===== src/rtl/nrisc_mux_arbiter_pkg.sv =====
// rtl/nrisc_mux_arbiter_pkg.sv - shared constants, types and helpers for the mux arbiter
package nrisc_mux_arbiter_pkg;

  localparam int N_REQ = 16;
  localparam int SEL_W = 4;

  localparam logic [1:0] ST_IDLE  = 2'd0;
  localparam logic [1:0] ST_GRANT = 2'd1;
  localparam logic [1:0] ST_TURN  = 2'd2;

  typedef logic [N_REQ-1:0] req_vec_t;
  typedef logic [SEL_W-1:0] sel_t;

  function automatic req_vec_t onehot(input sel_t idx);
    req_vec_t v;
    v = '0;
    v[idx] = 1'b1;
    return v;
  endfunction

endpackage


===== src/rtl/nrisc_mux_arbiter_if.sv =====
// rtl/nrisc_mux_arbiter_if.sv - request/grant bundle between requesters and the mux arbiter
interface nrisc_mux_arbiter_if;
  import nrisc_mux_arbiter_pkg::*;

  req_vec_t ARB_req;
  req_vec_t ARB_gnt;
  sel_t     ARB_sel;
  logic     ARB_valid;
  logic     ARB_preempt;

  modport master (
    output ARB_req,
    input  ARB_gnt,
    input  ARB_sel,
    input  ARB_valid,
    input  ARB_preempt
  );

  modport slave (
    input  ARB_req,
    output ARB_gnt,
    output ARB_sel,
    output ARB_valid,
    output ARB_preempt
  );

endinterface


===== src/rtl/nrisc_mux_arbiter_rr_pick.sv =====
// rtl/nrisc_mux_arbiter_rr_pick.sv - combinational round-robin priority find starting at ptr
module nrisc_rr_pick
  import nrisc_mux_arbiter_pkg::*;
(
  input  req_vec_t req,
  input  sel_t     ptr,
  output logic     any,
  output sel_t     idx
);

  sel_t cand;

  // Scan from the farthest offset down so the nearest set bit to ptr is written last.
  always_comb begin
    any  = 1'b0;
    idx  = '0;
    cand = '0;
    for (int i = N_REQ - 1; i >= 0; i--) begin
      cand = ptr + SEL_W'(i);
      if (req[cand]) begin
        any = 1'b1;
        idx = cand;
      end
    end
  end

endmodule


===== src/rtl/nrisc_mux_arbiter.sv =====
// rtl/nrisc_mux_arbiter.sv - round-robin owner arbiter for the shared 16:1 datapath mux
// Break-before-make: every ownership change passes through one dead TURN cycle.
module nrisc_mux_arbiter
  import nrisc_mux_arbiter_pkg::*;
#(
  parameter int MAX_HOLD = 8,
  parameter int CNT_W    = 4
) (
  input  logic                  clk,
  input  logic                  rst_n,
  nrisc_mux_arbiter_if.slave    arb
);

  localparam logic [CNT_W-1:0] HOLD_LAST = CNT_W'((MAX_HOLD > 0) ? (MAX_HOLD - 1) : 0);
  localparam logic [CNT_W-1:0] CNT_MAX   = {CNT_W{1'b1}};

  logic [1:0]       state;
  sel_t             ptr;
  logic [CNT_W-1:0] hold_cnt;
  req_vec_t         gnt_q;
  sel_t             sel_q;
  logic             valid_q;
  logic             preempt_q;

  logic pick_any;
  sel_t pick_idx;
  logic owner_req;
  logic others_pending;
  logic hold_expired;

  nrisc_rr_pick u_pick (
    .req (arb.ARB_req),
    .ptr (ptr),
    .any (pick_any),
    .idx (pick_idx)
  );

  assign owner_req      = arb.ARB_req[sel_q];
  assign others_pending = |(arb.ARB_req & ~gnt_q);
  assign hold_expired   = (MAX_HOLD != 0) && (hold_cnt == HOLD_LAST);

  always_ff @(posedge clk or negedge rst_n) begin
    if (!rst_n) begin
      state     <= ST_IDLE;
      ptr       <= '0;
      hold_cnt  <= '0;
      gnt_q     <= '0;
      sel_q     <= '0;
      valid_q   <= 1'b0;
      preempt_q <= 1'b0;
    end else begin
      preempt_q <= 1'b0;
      case (state)
        ST_IDLE, ST_TURN: begin
          if (pick_any) begin
            state    <= ST_GRANT;
            gnt_q    <= onehot(pick_idx);
            sel_q    <= pick_idx;
            valid_q  <= 1'b1;
            hold_cnt <= '0;
          end else begin
            state <= ST_IDLE;
          end
        end
        ST_GRANT: begin
          // An owner release wins over a coincident hold expiry, so no preempt pulse then.
          if (!owner_req || (others_pending && hold_expired)) begin
            state     <= ST_TURN;
            gnt_q     <= '0;
            valid_q   <= 1'b0;
            ptr       <= sel_q + SEL_W'(1);
            hold_cnt  <= '0;
            preempt_q <= owner_req;
          end else if (others_pending) begin
            if (hold_cnt != CNT_MAX) hold_cnt <= hold_cnt + CNT_W'(1);
          end else begin
            hold_cnt <= '0;
          end
        end
        default: begin
          state     <= ST_IDLE;
          ptr       <= '0;
          hold_cnt  <= '0;
          gnt_q     <= '0;
          sel_q     <= '0;
          valid_q   <= 1'b0;
          preempt_q <= 1'b0;
        end
      endcase
    end
  end

  assign arb.ARB_gnt     = gnt_q;
  assign arb.ARB_sel     = sel_q;
  assign arb.ARB_valid   = valid_q;
  assign arb.ARB_preempt = preempt_q;

endmodule


===== src/flat_wrapper.sv =====
// flat-port wrapper written by rule: the top's interface ports become plain ports
module nrisc_mux_arbiter_flat import nrisc_mux_arbiter_pkg::*;
#(
  parameter int MAX_HOLD = 8,
  parameter int CNT_W    = 4
)
  (clk, rst_n, arb_ARB_req, arb_ARB_gnt, arb_ARB_sel, arb_ARB_valid, arb_ARB_preempt);
  nrisc_mux_arbiter_if arb_i ();
  input  logic clk;
  input  logic rst_n;
  input wire logic [$bits(arb_i.ARB_req)-1:0] arb_ARB_req;
  output wire logic [$bits(arb_i.ARB_gnt)-1:0] arb_ARB_gnt;
  output wire logic [$bits(arb_i.ARB_sel)-1:0] arb_ARB_sel;
  output wire logic [$bits(arb_i.ARB_valid)-1:0] arb_ARB_valid;
  output wire logic [$bits(arb_i.ARB_preempt)-1:0] arb_ARB_preempt;
  assign arb_i.ARB_req = arb_ARB_req;
  assign arb_ARB_gnt = arb_i.ARB_gnt;
  assign arb_ARB_sel = arb_i.ARB_sel;
  assign arb_ARB_valid = arb_i.ARB_valid;
  assign arb_ARB_preempt = arb_i.ARB_preempt;
  nrisc_mux_arbiter #(.MAX_HOLD(MAX_HOLD), .CNT_W(CNT_W)) u_core (.clk(clk), .rst_n(rst_n), .arb(arb_i));
endmodule

===== config.mk =====
export PLATFORM = sky130hd
export DESIGN_NAME = nrisc_mux_arbiter_flat
export DESIGN_NICKNAME = d
export VERILOG_FILES = /design/src/rtl/nrisc_mux_arbiter_pkg.sv /design/src/rtl/nrisc_mux_arbiter_if.sv /design/src/rtl/nrisc_mux_arbiter_rr_pick.sv /design/src/rtl/nrisc_mux_arbiter.sv /design/src/flat_wrapper.sv
export SDC_FILE = /design/constraint.sdc
export NUM_CORES = 1
export LEC_CHECK = 0
export ABC_CLOCK_PERIOD_IN_PS = 3800
export CAP_MARGIN = 20
export CORE_MARGIN = 3
export CORE_UTILIZATION = 50
export CTS_CLUSTER_DIAMETER = 150
export DETAILED_ROUTE_END_ITERATION = 8
export PLACE_DENSITY = 0.71
export SLEW_MARGIN = 15
export SYNTH_ARGS = -nofsm -noshare
export SYNTH_HDL_FRONTEND = slang
export SYNTH_SLANG_ARGS = --single-unit

===== constraint.sdc =====
create_clock -name clk -period 3.8 [get_ports clk]
set_input_delay 0.38 -clock clk [delete_from_list [all_inputs] [get_ports clk]]
set_output_delay 0.38 -clock clk [all_outputs]
set_load 0.02 [all_outputs]

# Word-level counts from Yosys, hierarchy flattened
# Index checks and enable logic that the tools add are counted.
# op_classes
n_reduce_logical,11
bitwise,4
n_lt_le_gt_ge,19
mux,88
n_addsub,17
n_eq_ne,7
# op_table
operator,n
$lt 4x5->1 const B,18
$mux 4,22
$bmux 1 s4,17
$mux 1,39
$add 4x4->4 const B,8
$mux 16,2
$pmux 16 s2,1
$pmux 4 s2,3
$add 4x3->4 const B,4
$and 16x16->16,1
$not 16->16,1
$reduce_or 16->1,1
$add 4x1->4 const B,3
$add 4x2->4 const B,2
$ne 4x4->1 const B,2
$reduce_and 2->1,4
$demux 1 s4,1
$eq 4x3->1 const B,1
$ge 4x1->1 const B,1
$ne 2x1->1 const B,2
$pmux 2 s2,1
$eq 2x1->1 const B,1
$eq 2x2->1 const B,1
$logic_and 1x1->1,2
7 further kinds,8
# totals
wordCells,153
register_bits,32
input_bits,18
output_inout_bits,22

# Logic depth before layout (Yosys ltp)
# Gate-level depths: netlist of run 1.
# logic_depth
word_depth,25
depth_mapped,16
mapped_depth_nobuf,11

# By module
# Synthesis of run 1 repeated with hierarchy kept, for this count alone.
# hier_totals
cells_unflattened,414
hier_area_um2,4021.4
# by_module_without_submodules
module,area_per_inst_um2,seq_area_each_um2,cells_per_inst,instances
nrisc_rr_pick,2328.5,0.0,259,1
nrisc_mux_arbiter,1692.9,800.8,155,1

# Least setup slack after synthesis of run 1
# No wires, ideal clock.
# synth_path
path_kind,reg-to-reg
startpoint,reg u_core.ptr[1]
endpoint,reg u_core.gnt_q[15] (netlist: u_core.arb.ARB_gnt[15])
path_slack_ns,-0.267
required_time_ns,3.734
path_stages_with_launch,16
synth_period_minus_slack_ns,4.067
n_path_buf,4
setup_ns,0.066
arrival_time_ns,4.001
cell_sequence,dfrtp_1 buf_6 buf_6 clkbuf_1 inv_1 ha_1 buf_2 mux4_2 mux2_2 nand2_1 and2_1 o21bai_1 or4_4 a211oi_2 nor3b_2 a22o_1
# synth_via
elab_chain_cells,25
word_cells_on_any_way,88
classes_between,15 x add/sub; 2 x order compare; 1 x eq/ne; 68 x mux; 2 x reduce/logical
# synth_lines
item,line,text
from (decl),nrisc_mux_arbiter.sv:18,sel_t ptr;
from (signal assigned),nrisc_mux_arbiter.sv:71,ptr <= sel_q + SEL_W'(1);
$add 4x4->4,nrisc_mux_arbiter_rr_pick.sv:19,cand = ptr + SEL_W'(i);
$bmux 1 s4,nrisc_mux_arbiter_rr_pick.sv:20,if (req[cand]) begin
$mux 1 (not written as such),nrisc_mux_arbiter_rr_pick.sv:20,
$mux 4 (16 in a row),nrisc_mux_arbiter_rr_pick.sv:20,
$lt 4x5->1 (not written as such) / $ge 4x1->1 (equally long branches),nrisc_mux_arbiter_pkg.sv:17,v[idx] = 1'b1;
$logic_and 1x1->1 (not written as such),nrisc_mux_arbiter_pkg.sv:17,
$mux 1 (not written as such),nrisc_mux_arbiter_pkg.sv:17,
$demux 1 s4,-,
$mux 16,nrisc_mux_arbiter.sv:55,if (pick_any) begin
$pmux 16 s2,nrisc_mux_arbiter.sv:53,case (state)
to (signal assigned),nrisc_mux_arbiter.sv:57,gnt_q <= onehot(pick_idx);
to (decl),nrisc_mux_arbiter.sv:20,req_vec_t gnt_q;
# Parallel ways exist; a longest one is shown, timed or not. The select of a mux whose other input is x is not followed.
# A chain may end at the register's enable or synchronous reset.

# Worst setup path in the final report of run 1
# layout_path
startpoint,reg u_core.ptr[0]
endpoint,reg u_core.gnt_q[3] (netlist: u_core.arb.ARB_gnt[3])
# The elaborated chain is that of the path after synthesis.

==> impl_metrics.yaml, run 1 <==
timing:
  min_period_ns: 3.66
  whs_ns: 0.492
  fin_tns_setup_ns: 0
  finalCritPeriodShare: 0.964
  fin_skew_ns: 0.00543
  hold_viol: 0
  slew_violations: 0
  timing.fmax_ghz: 0.273
  maxSlewHeadroom: 0.452
  setup_viol: 0
  worstMarginPinSlew_ns: 0.814
placed_design:
  postPlaceCellArea_um2: 4870
  dpl.hpwl_um: 10800
  gp_congestion: 1.02
  portBuffers: 39
logic_synthesis:
  synth_area_leaders: "mux4_2, dfrtp_1, nand2_1"
  syn_nets: 463
  yosys.area.top_type: "mux4_2"
  ys_types: 70
  yosys_warnings: 0
  syn_area_per_cell_um2: 9.27
  async_flop_share: 1.00
  yosysSeqAreaShare: 0.198
  synth_area_um2: 4040
  ys.flop_type: "dfrtp_1"
  synth_edf_count: 0
  synth_seq_cells: 32
  synth_top_area_share: 0.217
  synthCells: 436
die:
  pin_count: 40
  die_x_um: 95.9
  rows: 32
  initial_core_util: 0.518
  die_h_um: 95.9
  die-area_um2: 9200
  fp.coreArea_um2: 7810
final_layout:
  most-common-layout-cells: "buf_4, nand2_1, mux4_2, clkdlybuf4s50_1, inv_1"
  final_common_cell: "buf_4"
  final_core_util: 0.656
  area_growth_pct: 26.6
  diodes: 0
  layout-drive-gt1-share: 0.284
  nets: 547
  stdcell_area_um2: 5120
  fillers: 687
flow_run:
  drv_cap: 0
critical_path:
  critPathLaunchType: "flip-flop"
  worst_r2r_path_depth: 11
  cp_data_arrival_time_ns: 3.88
  path_max_fanout: 20
  path_class: "flip-flop to flip-flop"
  critPathRequiredTime_ns: 4.01
  cp-end-kind: "flip-flop"
clocking:
  root_buffer: "clkbuf_8"
  numCtsBuffers: 5
  cts_tree: "yes"
  insertion_delay_ns: 0.28
  cts.sinks: 32
  cts_max_level: 2
  holdBufCountCts: 0
  clk_pin_slew_ns: 0.07
  clock_path_buffers: 2
global_routing:
  antenna_found_initial: 0
  grt_pass1_wl_um: 21600
  overflow: 0
  grt_max_degree: 33
  grt_usage: 0.310
  grt_pass1_vias: 4049
detailed_routing:
  vias: 4148
  drt_iter0_markers: 319
  ant_nets: 0
  drc: 0
  first_pass_iters: 5
  wire_per_inst_um: 22.0
  vias_per_cell: 6.66
  wirelength_um: 13700
hold_path:
  hp-class: "input port to async pin"
outcome:
  status: "finished clean"
-- critical path, stage by stage, from the launching register on --
cell and delay [ns]:
dfrtp_2 0.40, buf_4 0.30, mux4_2 0.64, mux2_2 0.38
mux2i_4 0.16, buf_4 0.17, nand2_1 0.08, a221o_1 0.42
and4_1 0.26, a211oi_4 0.28, nor3b_4 0.30, a22o_1 0.18
-- area by class of cell --
cell class              instances  area [um2]  share of cell area
flip-flops and latches         32         805               0.157
well taps                     102         128              0.0249
multi-input cells             351        3090               0.603
clock buffers                   7        96.3              0.0188
clock inverters                 1        30.0             0.00587
repair buffers                 98         853               0.167
inverters                      32         120              0.0235
-- metrics by stage --
step	cells	worst slack [ns]
final	623	0.139
after CTS	618	0.0245
after detailed placement	610	-0.0672
after global placement	610	-0.0310
after floorplan	436	0.0215
after global routing	623	-0.0214
-- sequential cells by signal (all words and copies together), names as in the netlist --
| register | cells |
|---|---|
| u_core.arb.ARB_gnt | 16 |
| u_core.arb.ARB_preempt | 1 |
| u_core.arb.ARB_sel | 4 |
| u_core.arb.ARB_valid | 1 |
| u_core.hold_cnt | 4 |
| u_core.ptr | 4 |
| u_core.state | 2 |
-- routing by layer --
metal  up-vias  wire length (um)  GRT usage
met5         -                 0          0
met4         0               412     0.0983
met3        40              1340     0.0508
met2       261              6470      0.504
met1      2008              5480      0.424
li1       1839                 -          -
-- worst paths after layout --
path / slack (ns) / endpoint / start
min in group clk: 0.52 / u_core.arb.ARB_valid / u_core.arb.ARB_valid
min reg2reg: 0.52 / u_core.arb.ARB_valid / u_core.arb.ARB_valid
max: 0.14 / u_core.arb.ARB_gnt[3] / u_core.ptr[0]
max reg2reg: 0.14 / u_core.arb.ARB_gnt[3] / u_core.ptr[0]
max in group asynchronous: 2.99 / u_core.ptr[3] / rst_n
min: 0.49 / u_core.state[0] / rst_n
-- cells in the mapped netlist, types with 3 or more instances --
master / instances
nand2_1: 55
mux4_2: 39
dfrtp_1: 32
inv_1: 30
o21ai_0: 26
nor2_1: 19
a21oi_1: 16
mux2i_1: 16
mux2_2: 11
xnor2_1: 11
a22o_1: 10
nand3_1: 10
ha_1: 9
o21ai_1: 8
and2_1: 7
o221ai_1: 7
o22ai_1: 7
buf_2: 6
clkbuf_1: 6
nor3_1: 6
o31ai_1: 6
nand2b_1: 5
nand4_1: 5
o211ai_1: 5
o21a_1: 5
xor2_1: 5
a21o_1: 4
and3_1: 4
buf_6: 4
or3_1: 4
a21boi_0: 3
a221oi_1: 3
buf_1: 3
nor2b_1: 3
-- what timing repair did --
action	in CTS	in global routing
resized for setup	0	19
endpoints found under the setup margin	0	21
buffers inserted	0	5
-- cells by family after synthesis --
kind of cell / share of synthesized area
and+or+nand+nor: 0.169
muxes: 0.293
xor gates and xnor gates: 0.0427
adders and majority gates: 0.0279
DFF: 0.198
buffers and inverters: 0.0604
AOI/OAI and AO/OA: 0.209
Power of run 1 is not shown: default switching activity piles up to over one toggle a cycle in this logic, so the estimate is an artifact.
==> run 2: changes to the inputs <==
CORE_ASPECT_RATIO = 1.4   (was default)
==> impl_metrics.yaml, run 2 (synthesized netlist as in run 1, its figures left out) <==
die:
  initial_core_util: 0.518
  pin_count: 40
  fp.coreArea_um2: 7800
  die_h_um: 112
  rows: 38
  die_x_um: 82.0
  die-area_um2: 9220
detailed_routing:
  first_pass_iters: 5
  drc: 0
  ant_nets: 0
  drt_iter0_markers: 404
  vias_per_cell: 6.59
  vias: 4185
  wirelength_um: 14200
  wire_per_inst_um: 22.3
outcome:
  status: "finished clean"
timing:
  maxSlewHeadroom: 0.284
  fin_tns_setup_ns: 0
  worstMarginPinSlew_ns: 1.06
  min_period_ns: 3.67
  hold_viol: 0
  fin_skew_ns: 0.0133
  timing.fmax_ghz: 0.273
  finalCritPeriodShare: 0.965
  slew_violations: 0
  setup_viol: 0
  rsz0062_at_grt: "no"
final_layout:
  final_core_util: 0.664
  largest_reg_flops: 16
  final_common_cell: "buf_4"
  area_growth_pct: 28.0
  most-common-layout-cells: "buf_4, nand2_1, mux4_2, clkdlybuf4s50_1, dfrtp_1"
  diodes: 0
  layout-drive-gt1-share: 0.290
  nets: 561
hold_path:
  hp-class: "input port to async pin"
critical_path:
  critPathRequiredTime_ns: 3.97
  startpoint: "u_core.ptr[0]"
  cp-end-kind: "flip-flop"
  crit_slowest_cell: "mux4_2"
  worst_r2r_endpoint: "u_core.hold_cnt[2]"
  regToRegSetupSlack_ns: 0.13
  worst-path-buf-inv: 1
  setup.worst_path.end: "u_core.hold_cnt[2]"
  path_max_fanout: 9
  slowest_delay_ns: 0.62
  path_class: "flip-flop to flip-flop"
  critPathTopFamily: "multiplexers"
  cp.depth: 10
  critPathLaunchType: "flip-flop"
  cp_cell_sequence: "inv_1 > ha_4 > mux4_2 > mux4_2 > nor3b_1 > nand4_1 > or3_1 > a21boi_0 > a21oi_1 > a21oi_1"
  cp_data_arrival_time_ns: 3.84
  worst_r2r_path_depth: 10
  worstReg2RegStart: "u_core.ptr[0]"
global_routing:
  antenna_found_initial: 0
  grt_pass1_wl_um: 22500
  grt_max_degree: 37
  overflow: 0
  grt_usage: 0.326
  grt_pass1_vias: 4279
flow_run:
  drv_cap: 0
clocking:
  clock_path_buffers: 2
  cts_max_level: 2
  clk_pin_slew_ns: 0.08
  cts_tree: "yes"
  holdBufCountCts: 0
  root_buffer: "clkbuf_8"
  cts.sinks: 32
  numCtsBuffers: 5
  insertion_delay_ns: 0.30
placed_design:
  dpl.hpwl_um: 11300
  gp_congestion: 0.995
  portBuffers: 39
[run 2: repair_timing]
item | in CTS | in global routing
endpoints found under the setup margin | 0 | 21
setup buffers | 0 | 3
gates resized for setup | 0 | 10
[run 2: routing by layer]
layer	vias up	global-route usage	routed length (um)
li1	1865	-	-
met1	2013	0.377	5030
met2	239	0.549	7250
met3	68	0.0385	838
met4	0	0.216	1030
met5	-	0	0
[run 2: area by class of cell]
class,count,area (um2)
well taps,100,125
clock inverters,3,42.5
repair buffers,112,955
flip-flops and latches,32,802
fillers,634,2620
multi-input cells,351,3060
inverters,32,120
clock buffers,5,68.8
[run 2: worst register-to-register path: cells and delay by family (launching register included)]
family / cells / cell delay, ns
AO/OA/AOI/OAI: 3 / 0.41
buffers and inverters: 1 / 0.12
AND/OR/NAND/NOR: 3 / 1.08
multiplexers: 2 / 1.17
adder cells (fa/ha/maj): 1 / 0.36
flip-flops: 1 / 0.41
[run 2: worst min path at each step]
stage / startpoint / to / slack, ns / cells past startpoint
after floorplan: rst_n / u_core.arb.ARB_gnt[0] / 0.08 / 0
after global placement: u_core.arb.ARB_valid / u_core.arb.ARB_valid / 0.47 / 2
after detailed placement: u_core.arb.ARB_valid / u_core.arb.ARB_valid / 0.47 / 2
after CTS: rst_n / u_core.arb.ARB_gnt[7] / 0.48 / 2
after global routing: rst_n / u_core.arb.ARB_gnt[7] / 0.52 / 2
final: rst_n / u_core.arb.ARB_gnt[7] / 0.47 / 2
[run 2: stage by stage]
step / instances / hold WS (ns) / area, um2 / setup slack, ns
6_report: 635 / 0.470 / 5170 / 0.132
5_1_grt: 635 / 0.522 / 5170 / 0.00474
3_5_place_dp: 624 / 0.472 / 4990 / -0.0644
3_3_place_gp: 624 / 0.466 / 4990 / 0.00861
2_1_floorplan: 436 / 0.0844 / 4070 / 0.0215
4_1_cts: 632 / 0.477 / 5100 / 0.0686
Power of run 2 is left out for the same reason.
